[src/rtl/wts_noise_pkg.sv]
// rtl/wts_noise_pkg.sv - register map and sweep control types for the noise controller
package wts_noise_pkg;

  localparam logic [1:0] ADR_FR    = 2'd0;
  localparam logic [1:0] ADR_MASK  = 2'd1;
  localparam logic [1:0] ADR_SWEEP = 2'd2;
  localparam logic [1:0] ADR_CLR   = 2'd3;

  localparam int FR_W = 5;

  typedef struct packed {
    logic [3:0] rate;
    logic       wrap;
    logic       dir;
    logic       en;
  } sweep_ctrl_t;

  // Bit 3 of the sweep control byte is unused.
  function automatic sweep_ctrl_t decode_sweep(input logic [7:0] d);
    return {d[7:4], d[2:0]};
  endfunction

endpackage

[src/rtl/wts_noise_sweep.sv]
// rtl/wts_noise_sweep.sv - sweep period counter with FR step and limit detection
module wts_noise_sweep
  import wts_noise_pkg::*;
#(
  parameter int SWEEP_UNIT = 64
) (
  input  logic            clk,
  input  logic            nreset,
  input  logic            active,
  input  sweep_ctrl_t     ctrl,
  input  logic [FR_W-1:0] fr,
  input  logic            cnt_clr,
  output logic            step_valid,
  output logic [FR_W-1:0] next_fr,
  output logic            limit_hit
);

  localparam int CW = $clog2(16 * SWEEP_UNIT);

  logic [CW-1:0] cnt;
  logic [CW-1:0] last;
  logic          tick;
  logic          at_limit;

  assign last     = CW'((int'(ctrl.rate) + 1) * SWEEP_UNIT - 1);
  assign tick     = active && ctrl.en && (cnt == last);
  assign at_limit = ctrl.dir ? (fr == '0) : (fr == '1);

  // Wrapping falls out of the natural modulo-32 add/subtract.
  assign next_fr    = ctrl.dir ? fr - FR_W'(1) : fr + FR_W'(1);
  assign step_valid = tick && !(at_limit && !ctrl.wrap);
  assign limit_hit  = tick && at_limit && !ctrl.wrap;

  always_ff @(posedge clk or negedge nreset) begin
    if (!nreset) begin
      cnt <= '0;
    end else if (cnt_clr || !ctrl.en) begin
      cnt <= '0;
    end else if (active) begin
      cnt <= (cnt == last) ? '0 : cnt + CW'(1);
    end
  end

endmodule

[src/rtl/wts_noise_controller.sv]
// rtl/wts_noise_controller.sv - shadowed noise registers committed on active pulses, with sweep arbitration
module wts_noise_controller
  import wts_noise_pkg::*;
#(
  parameter int NUM_CH     = 5,
  parameter int SWEEP_UNIT = 64
) (
  input  logic              clk,
  input  logic              nreset,
  input  logic              active,
  input  logic              wr,
  input  logic [1:0]        address,
  input  logic [7:0]        wdata,
  output logic              noise_enable,
  output logic [FR_W-1:0]   reg_fr,
  output logic [NUM_CH-1:0] ch_noise_mask,
  output logic              pending,
  output logic              sweep_done
);

  logic [FR_W-1:0]   shadow_fr;
  logic [NUM_CH-1:0] shadow_mask;
  sweep_ctrl_t       shadow_sweep;
  logic [2:0]        pend;
  sweep_ctrl_t       live_sweep;

  logic wr_fr, wr_mask, wr_sweep, wr_clr;
  logic commit_fr, commit_mask, commit_sweep;
  logic [FR_W-1:0]   new_fr;
  logic [NUM_CH-1:0] new_mask;
  sweep_ctrl_t       new_sweep;

  logic            step_valid;
  logic            limit_hit;
  logic [FR_W-1:0] next_fr;

  assign wr_fr    = wr && (address == ADR_FR);
  assign wr_mask  = wr && (address == ADR_MASK);
  assign wr_sweep = wr && (address == ADR_SWEEP);
  assign wr_clr   = wr && (address == ADR_CLR);

  // A write landing on the active clk bypasses the shadow so the same pulse commits it.
  assign new_fr    = wr_fr    ? wdata[FR_W-1:0]     : shadow_fr;
  assign new_mask  = wr_mask  ? wdata[NUM_CH-1:0]   : shadow_mask;
  assign new_sweep = wr_sweep ? decode_sweep(wdata) : shadow_sweep;

  assign commit_fr    = active && (pend[0] || wr_fr);
  assign commit_mask  = active && (pend[1] || wr_mask);
  assign commit_sweep = active && (pend[2] || wr_sweep);

  assign pending = |pend;

  always_ff @(posedge clk or negedge nreset) begin
    if (!nreset) begin
      shadow_fr    <= '0;
      shadow_mask  <= '0;
      shadow_sweep <= '0;
      pend         <= '0;
    end else begin
      if (wr_fr)    shadow_fr    <= wdata[FR_W-1:0];
      if (wr_mask)  shadow_mask  <= wdata[NUM_CH-1:0];
      if (wr_sweep) shadow_sweep <= decode_sweep(wdata);
      pend <= active ? 3'b000 : (pend | {wr_sweep, wr_mask, wr_fr});
    end
  end

  wts_noise_sweep #(
    .SWEEP_UNIT(SWEEP_UNIT)
  ) u_sweep (
    .clk       (clk),
    .nreset    (nreset),
    .active    (active),
    .ctrl      (live_sweep),
    .fr        (reg_fr),
    .cnt_clr   (commit_sweep),
    .step_valid(step_valid),
    .next_fr   (next_fr),
    .limit_hit (limit_hit)
  );

  always_ff @(posedge clk or negedge nreset) begin
    if (!nreset) begin
      reg_fr        <= '0;
      ch_noise_mask <= '0;
      noise_enable  <= 1'b0;
      live_sweep    <= '0;
      sweep_done    <= 1'b0;
    end else begin
      // CPU value beats a coincident sweep step.
      if (commit_fr)       reg_fr <= new_fr;
      else if (step_valid) reg_fr <= next_fr;

      if (commit_mask) begin
        ch_noise_mask <= new_mask;
        noise_enable  <= |new_mask;
      end

      if (commit_sweep)   live_sweep    <= new_sweep;
      else if (limit_hit) live_sweep.en <= 1'b0;

      if (limit_hit)   sweep_done <= 1'b1;
      else if (wr_clr) sweep_done <= 1'b0;
    end
  end

endmodule

[config.mk]
export PLATFORM = sky130hd
export DESIGN_NAME = wts_noise_controller
export DESIGN_NICKNAME = d
export VERILOG_FILES = /design/src/rtl/wts_noise_pkg.sv /design/src/rtl/wts_noise_sweep.sv /design/src/rtl/wts_noise_controller.sv
export SDC_FILE = /design/constraint.sdc
export NUM_CORES = 1
export LEC_CHECK = 0
export CORE_MARGIN = 10
export CORE_UTILIZATION = 60
export DETAILED_ROUTE_END_ITERATION = 7
export PLACE_DENSITY_LB_ADDON = 0.2
export SLEW_MARGIN = 20
export SYNTH_ARGS = -nofsm -noshare
export SYNTH_HDL_FRONTEND = slang
export SYNTH_SLANG_ARGS = --single-unit
export TNS_END_PERCENT = 20
[constraint.sdc]
create_clock -name clk -period 4.7 [get_ports clk]
set_clock_uncertainty 0.1 [all_clocks]
set_input_delay 0.94 -clock clk [delete_from_list [all_inputs] [get_ports clk]]
set_output_delay 0.94 -clock clk [all_outputs]
set_load 0.05 [all_outputs]
==> metrics.txt, run 1 <==
Post-Syn Area=2440 µm²; final setup TNS=0 ns; register area share after synthesis=0.503; CTS Buffer Depth=2; Ant. Diodes=0; Post-Synthesis Cells=218; Main synth FF type=dfrtp_1; WS Path Type=in -> reg; num rows=23; Num CTS Buffers=5; critical path capture point type=flip-flop; drt via density=5.86; RSZ-0062 raised after global routing=no; layout cells sized above 1=0.167; Top Family by Delay on Critical Path=simple AND/OR/NAND/NOR gates; clock root cell=clkbuf_8; detailed placement HPWL=3720 µm; Post-synth EDFFs=0; Die Y=83.7 µm; Clock transition at path regs=0.09 ns; drt first pass iters=4; Slew Viols, Final=0; Clk pwr share=0.182; pin count of the biggest net entering global routing=50; Area growth syn-to-layout=15.8%; Comb power frac=0.371; Antenna Nets Post-Route=0; htree depth=2; Area contributors post-synth=dfrtp_1, mux2_2, xnor2_1; DIE AREA=7010 µm²; initial antenna violation count=0; # nets final=265; max_cap viols=0; global-route wire length before repair=8500 µm; Int Pwr=0.000815 W; DR DRC count=0; final total power=0.00130 W; critical-path maximum fanout=16; Non-Filler Instances=296; hold buffers post-CTS=0; post-CTS setup buffers=0; fin crit share=0.619; status=finished clean; Rel. slew slack=0.346; Starting DRT DRC Count=72; hold crit path type=reg -> reg; drt total wl=5020 µm; number of top-level pins=27; mean routed wirelength per cell=16.9 µm; final critical-path required period=2.91 ns; pwr dens=462 nW/µm²; Leakage Power=1.18 nW; Initial Util=0.614; Synth area leader=dfrtp_1; Worst-Margin Slew=0.968 ns; peak per-stage delay on the critical path=0.80 ns; Total GRT Usage=0.146; Synth async-reset ratio=1.00; clock network latency to the later pin of the worst-skew pair=0.30 ns; Worst setup SP type=input pin; Yosys cell types=38; Req. time, crit path=4.83 ns; vias in the first global route=1717; most common cell after layout, fill and taps aside=dfrtp_1; Port-buffer cells=26; crit path cell chain=clkdlybuf4s50_1, nand2_1, or4_1, or3_1, a31oi_1; count of cells resized by post-cts repair=0; grt ovf=0; clock sink count=49; Switch Pwr=0.000489 W; part of the power in registers=0.446; arrival time worst endpoint=3.03 ns; Yosys Warn Count=0; Layout fillers=312; crit path buf inv count=1; Sw Ratio=0.375; Vias=1735; flop and latch count out of synthesis=49; Max Fclk=344 MHz; Worst path slowest cell=clkdlybuf4s50_1; share of the synthesized area in the top cell type=0.503; Synth Area per Inst=11.2 µm²; # placed instances=288; Setup-failing EPs final=0; gpl congestion=0.841; total core area=3970 µm²; CTS tree=yes; Die X=83.7 µm; Final Hold Viols=0; most frequent cells in the layout=dfrtp_1, mux2_2, clkdlybuf4s50_1; Net Count, Synth=238; Max VDD drop=267 µV
[final timing paths]
check | from | end | slack (ns) | depth (start not counted)
setup / recovery | active | reg_fr[4] | 1.79 | 5
hold / removal | shadow_sweep[3] | shadow_sweep[3] | 0.40 | 1
setup reg to reg | u_sweep.cnt[0] | u_sweep.cnt[5] | 2.21 | 7
hold reg to reg | shadow_sweep[3] | shadow_sweep[3] | 0.40 | 1
max in group asynchronous | nreset | u_sweep.cnt[3] | 3.54 | 1
min in group asynchronous | nreset | ch_noise_mask[3] | 0.54 | 1
[flip-flops by register name, summed over array words and instances (netlist names)]
| signal | cells |
|---|---|
| u_sweep.cnt | 10 |
| live_sweep | 7 |
| shadow_sweep | 7 |
| ch_noise_mask | 5 |
| reg_fr | 5 |
| shadow_fr | 5 |
| shadow_mask | 5 |
| pend | 3 |
| noise_enable | 1 |
| sweep_done | 1 |
[area by class of cell]
class | instances | area [µm²] | share of cell area
Timing Repair Buffer | 27 | 265 | 0.0940
Inverter | 6 | 22.5 | 0.00798
Tap cell | 50 | 62.6 | 0.0222
Clock buffer | 6 | 72.6 | 0.0257
Sequential cell | 49 | 1230 | 0.435
Clock inverter | 2 | 10.0 | 0.00355
Multi-Input combinational cell | 156 | 1160 | 0.412
[power by group through the flow]
stage / registers, W / clock network, W / logic [W]
global route: 0.000595 / 0.000262 / 0.000524
global placement: 0.000586 / 0 / 0.000474
floorplan: 0.000676 / 0 / 0.000249
CTS: 0.000582 / 0.000245 / 0.000490
detailed placement: 0.000591 / 0 / 0.000489
finish: 0.000583 / 0.000238 / 0.000485
[metal layers]
| layer | track usage | vias to the layer above | routed length [µm] |
|---|---|---|---|
| li1 | - | 847 | - |
| met1 | 0.175 | 858 | 2240 |
| met2 | 0.251 | 26 | 2550 |
| met3 | 0.0332 | 4 | 174 |
| met4 | 0.0502 | 0 | 55 |
| met5 | 0 | - | 0 |
[Yosys cell counts, types with 6 or more instances]
library cell	instances
xnor2_1	10
nor2_1	16
a21oi_1	10
dfrtp_1	49
nand2_1	11
nand3_1	11
o21ai_0	7
mux2_2	28
inv_1	6
clkbuf_1	7
[worst reg2reg max path: stages (launching register included)]
cell and delay, ns:
dfrtp_1 0.41, ha_1 0.19, and3_1 0.20, and3_1 0.23, nand4_1 0.23, nor2_1 0.57
nor2_1 0.11, a311o_1 0.33
[cells by family after synthesis]
kind of cell | share of synthesized area
DFF | 0.503
AOI/OAI and AO/OA | 0.0914
buffers and inverters | 0.0200
and+or+nand+nor | 0.162
muxes | 0.150
xor gates and xnor gates | 0.0395
adders and majority gates | 0.0339
[stage by stage]
step	utilization	hold slack, ns	instance area, µm²	setup slack (ns)
2_1_floorplan	-	0.368	2440	2.23
3_3_place_gp	0.689	0.368	2740	1.51
3_5_place_dp	0.689	0.383	2740	1.47
4_1_cts	0.710	0.402	2820	1.79
5_1_grt	0.710	0.417	2820	1.67
6_report	0.710	0.402	2820	1.79
No activity file was read; power rests on OpenSTA's default activity.
==> inputs of run 2 (changes only) <==
CORE_UTILIZATION = 56   (was 60)
clock period = 2.97 ns   (was 4.7 ns; I/O delays follow)
==> run 2 against run 1 <==
Against the previous run:
- utilization is 0.20 points lower
- register-to-register slack worse by 1.7 ns
- clock-buffer cell count is 1 lower
- combinational power is 64% higher
- power is 72% higher
- die area is 5.4% higher
- clock power is 130% higher
- sequential share of layout area is 1.4 points lower
- worst setup slack worse by 1.3 ns
- sequential cell count stayed put
- first-iteration DRC count is 13% higher
- largest cell class unchanged
- largest power group unchanged
- highest routed layer unchanged
==> metrics.txt, run 2 (synthesized netlist as in run 1, its figures left out) <==
status=finished clean; Worst path slowest cell=clkdlybuf4s50_1; Port-buffer cells=26; Final Hold Viols=0; post-CTS setup buffers=0; DR DRC count=0; hold buffers post-CTS=0; layout cells sized above 1=0.190; Max VDD drop=404 µV; crit path buf inv count=1; vias in the first global route=1792; arrival time worst endpoint=1.80 ns; initial antenna violation count=0; peak per-stage delay on the critical path=0.71 ns; drt via density=5.72; global-route wire length before repair=8290 µm; most common cell after layout, fill and taps aside=dfrtp_1; clock root cell=clkbuf_8; total core area=4120 µm²; gpl congestion=0.876; Req. time, crit path=2.28 ns; Max Fclk=401 MHz; Die Y=86.0 µm; num rows=23; # placed instances=294; most frequent cells in the layout=dfrtp_1, mux2_2, clkdlybuf4s50_1; Worst setup SP type=flip-flop; RSZ-0062 raised after global routing=no; Area growth syn-to-layout=19.6%; drt first pass iters=4; Top Family by Delay on Critical Path=buffers and inverters; critical-path maximum fanout=3; WS Path Type=reg -> out; count of cells resized by post-cts repair=0; Clock transition at path regs=0.09 ns; Starting DRT DRC Count=81; detailed placement HPWL=3760 µm; Setup-failing EPs final=0; max_cap viols=0; Die X=86.0 µm; Rel. slew slack=0.350; pwr dens=771 nW/µm²; Non-Filler Instances=302; # nets final=271; final instance area=2920 µm²; Total GRT Usage=0.136; critical path capture point type=primary output; Most flops, register=u_sweep.cnt; Initial Util=0.592; pin count of the biggest net entering global routing=27; Slew Viols, Final=0; DIE AREA=7390 µm²; clock network latency to the later pin of the worst-skew pair=0.30 ns; Leakage Power=1.23 nW; Vias=1728; grt ovf=0; final setup TNS=0 ns; Num CTS Buffers=5; htree depth=2; final critical-path required period=2.49 ns; crit path cell chain=or3_1, clkdlybuf4s50_1; fin crit share=0.839; Worst-Margin Slew=0.962 ns; Placed Area=2780 µm²; clock sink count=49; CTS tree=yes; hold crit path type=in -> async; Antenna Nets Post-Route=0; max reg flops=10; drt total wl=4880 µm; CTS Buffer Depth=2; final total power=0.00225 W; Ant. Diodes=0; top flop regs=u_sweep.cnt: 10 flops, live_sweep: 7 flops, shadow_sweep: 7 flops; mean routed wirelength per cell=16.2 µm; number of top-level pins=27
==> run 2: worst paths after layout <==
path / startpoint / to / slack, ns / depth (start not counted)
hold reg to reg: noise_enable / noise_enable / 0.38 / 2
max in group asynchronous: nreset / live_sweep[6] / 1.88 / 2
setup reg to reg: live_sweep[3] / reg_fr[4] / 0.52 / 7
hold / removal: nreset / pend[1] / 0.17 / 1
min in group clk: noise_enable / noise_enable / 0.38 / 2
setup / recovery: pend[2] / pending / 0.48 / 2
==> run 2: area by class of cell <==
| cell class | count | area (µm²) |
|---|---|---|
| fill | 318 | 1200 |
| multi-input combinational | 156 | 1160 |
| timing repair buffer | 33 | 308 |
| clock inverter | 3 | 65.1 |
| sequential | 49 | 1230 |
| clock buffer | 5 | 68.8 |
| tap | 50 | 62.6 |
| inverter | 6 | 22.5 |
==> run 2: stage by stage <==
step / hold WS [ns] / worst slack [ns] / utilization
2_1_floorplan: 0.198 / 0.693 / -
3_3_place_gp: 0.362 / 0.503 / 0.676
3_5_place_dp: 0.369 / 0.499 / 0.676
4_1_cts: 0.182 / 0.462 / 0.708
5_1_grt: 0.201 / 0.326 / 0.708
6_report: 0.171 / 0.478 / 0.708
==> run 2: layer usage <==
metal	wire, µm	global-route usage
met2	2360	0.227
met5	0	0
met1	2240	0.167
met3	248	0.0416
met4	38	0.0359
==> run 2: power by group <==
group / internal [W] / switching [W] / leakage, nW / total [W]
Clock: 0.000334 / 0.000217 / 0.0681 / 0.000551
Combinational: 0.000337 / 0.000460 / 0.560 / 0.000797
Sequential: 0.000799 / 0.000101 / 0.607 / 0.000900
==> inputs of run 3 (changes only) <==
clock period = 2.5 ns   (was 2.97 ns; I/O delays follow)
==> run 3 against run 2 <==
Against the previous run:
- worst setup slack got worse by 0.36 ns
- sequential cell count unchanged
- hold slack improved by 0.012 ns
- critical path depth unchanged
- sequential power increased by 19%
- power increased by 11%
==> metrics.txt, run 3 (synthesized netlist as in run 1, its figures left out) <==
final setup TNS=0 ns; Antenna Nets Post-Route=0; fin crit share=0.953; Worst setup SP type=flip-flop; num rows=23; Vias=1759; detailed placement HPWL=3640 µm; Max VDD drop=446 µV; top flop regs=u_sweep.cnt: 10 flops, live_sweep: 7 flops, shadow_sweep: 7 flops; Clock transition at path regs=0.09 ns; Die X=86.0 µm; Switch Pwr=0.000926 W; Most flops, register=u_sweep.cnt; clock sink count=49; Setup-failing EPs final=0; Comb power frac=0.393; max_cap viols=0; critical-path maximum fanout=3; Worst-Margin Slew=1.01 ns; pwr dens=856 nW/µm²; post-CTS setup buffers=0; global-route wire length before repair=8690 µm; Initial Util=0.592; clock network latency to the later pin of the worst-skew pair=0.29 ns; Req. time, crit path=1.90 ns; final total power=0.00250 W; Starting DRT DRC Count=116; Rel. slew slack=0.318; Final Hold Viols=0; Slew Viols, Final=0; mean routed wirelength per cell=16.0 µm; DIE AREA=7390 µm²; total core area=4120 µm²; final critical-path required period=2.38 ns; vias in the first global route=1743; pin count of the biggest net entering global routing=50; drt via density=5.71; layout cells sized above 1=0.213; CTS Buffer Depth=2; most frequent cells in the layout=dfrtp_1, mux2_2, clkdlybuf4s50_1; drt first pass iters=4; Total GRT Usage=0.141; Die Y=86.0 µm; status=finished clean; Clk pwr share=0.179; drt total wl=4940 µm; Num CTS Buffers=5; Layout fillers=313; grt ovf=0; max reg flops=10; DR DRC count=0; htree depth=2; initial antenna violation count=0; gpl congestion=0.844; Placed Area=2830 µm²; Int Pwr=0.00157 W; most common cell after layout, fill and taps aside=dfrtp_1; clock root cell=clkbuf_8; Area growth syn-to-layout=19.7%; part of the power in registers=0.429; Port-buffer cells=26; Max Fclk=420 MHz; number of top-level pins=27; CTS tree=yes; Sw Ratio=0.371; Leakage Power=1.24 nW; # nets final=277; final instance area=2920 µm²; hold buffers post-CTS=0; Ant. Diodes=0; hold crit path type=in -> async; RSZ-0062 raised after global routing=no; WS Path Type=reg -> out; arrival time worst endpoint=1.78 ns; critical path capture point type=primary output
run 3: metal layers:
layer  global-route usage  wire, µm  vias up
met4               0.0404        41        0
li1                     -         -      868
met3               0.0341       263        6
met2                0.217      2260       32
met1                0.192      2370      853
met5                    0         0        -
run 3: power groups by stage:
stage | clock network (W) | registers (W) | logic [W]
global route | 0.000497 | 0.00110 | 0.00107
detailed placement | 0 | 0.00109 | 0.000980
global placement | 0 | 0.00108 | 0.000964
finish | 0.000446 | 0.00107 | 0.000981
floorplan | 0 | 0.00127 | 0.000467
CTS | 0.000461 | 0.00107 | 0.000985
run 3: path summary, 6_finish.rpt:
check / to / from / depth (start not counted) / slack [ns]
min in group clk: noise_enable / noise_enable / 2 / 0.38
worst min register to register: noise_enable / noise_enable / 2 / 0.38
worst max-delay path: pending / pend[2] / 2 / 0.12
worst min-delay path: ch_noise_mask[3] / nreset / 2 / 0.18
max in group asynchronous: reg_fr[4] / nreset / 2 / 1.70
worst max register to register: reg_fr[4] / u_sweep.cnt[0] / 7 / 0.12
run 3: area by class of cell:
class	count	area, µm²	share of cell area
sequential	49	1230	0.420
multi-input combinational	156	1170	0.400
timing repair buffer	39	353	0.121
clock buffer	5	68.8	0.0236
tap	50	62.6	0.0214
inverter	6	22.5	0.00772
clock inverter	3	17.5	0.00600
run 3: what timing repair did:
item,CTS,global route
hold endpoints to repair,0,0
gates resized for setup,0,1
endpoints found under the setup margin,0,4
run 3: worst max-delay path, cell delays in order (launching register included):
cell             delay (ns)
dfrtp_1                0.41
or3_1                  0.36
clkdlybuf4s50_1        0.72
run 3: metrics by stage:
step	utilization	setup WS, ns	std cells	hold slack [ns]
finish	0.709	0.119	308	0.183
global route	0.709	0.0166	308	0.231
CTS	0.708	0.0917	308	0.215
detailed placement	0.687	0.138	300	0.369
global placement	0.687	0.143	300	0.361
floorplan	-	0.223	218	0.104
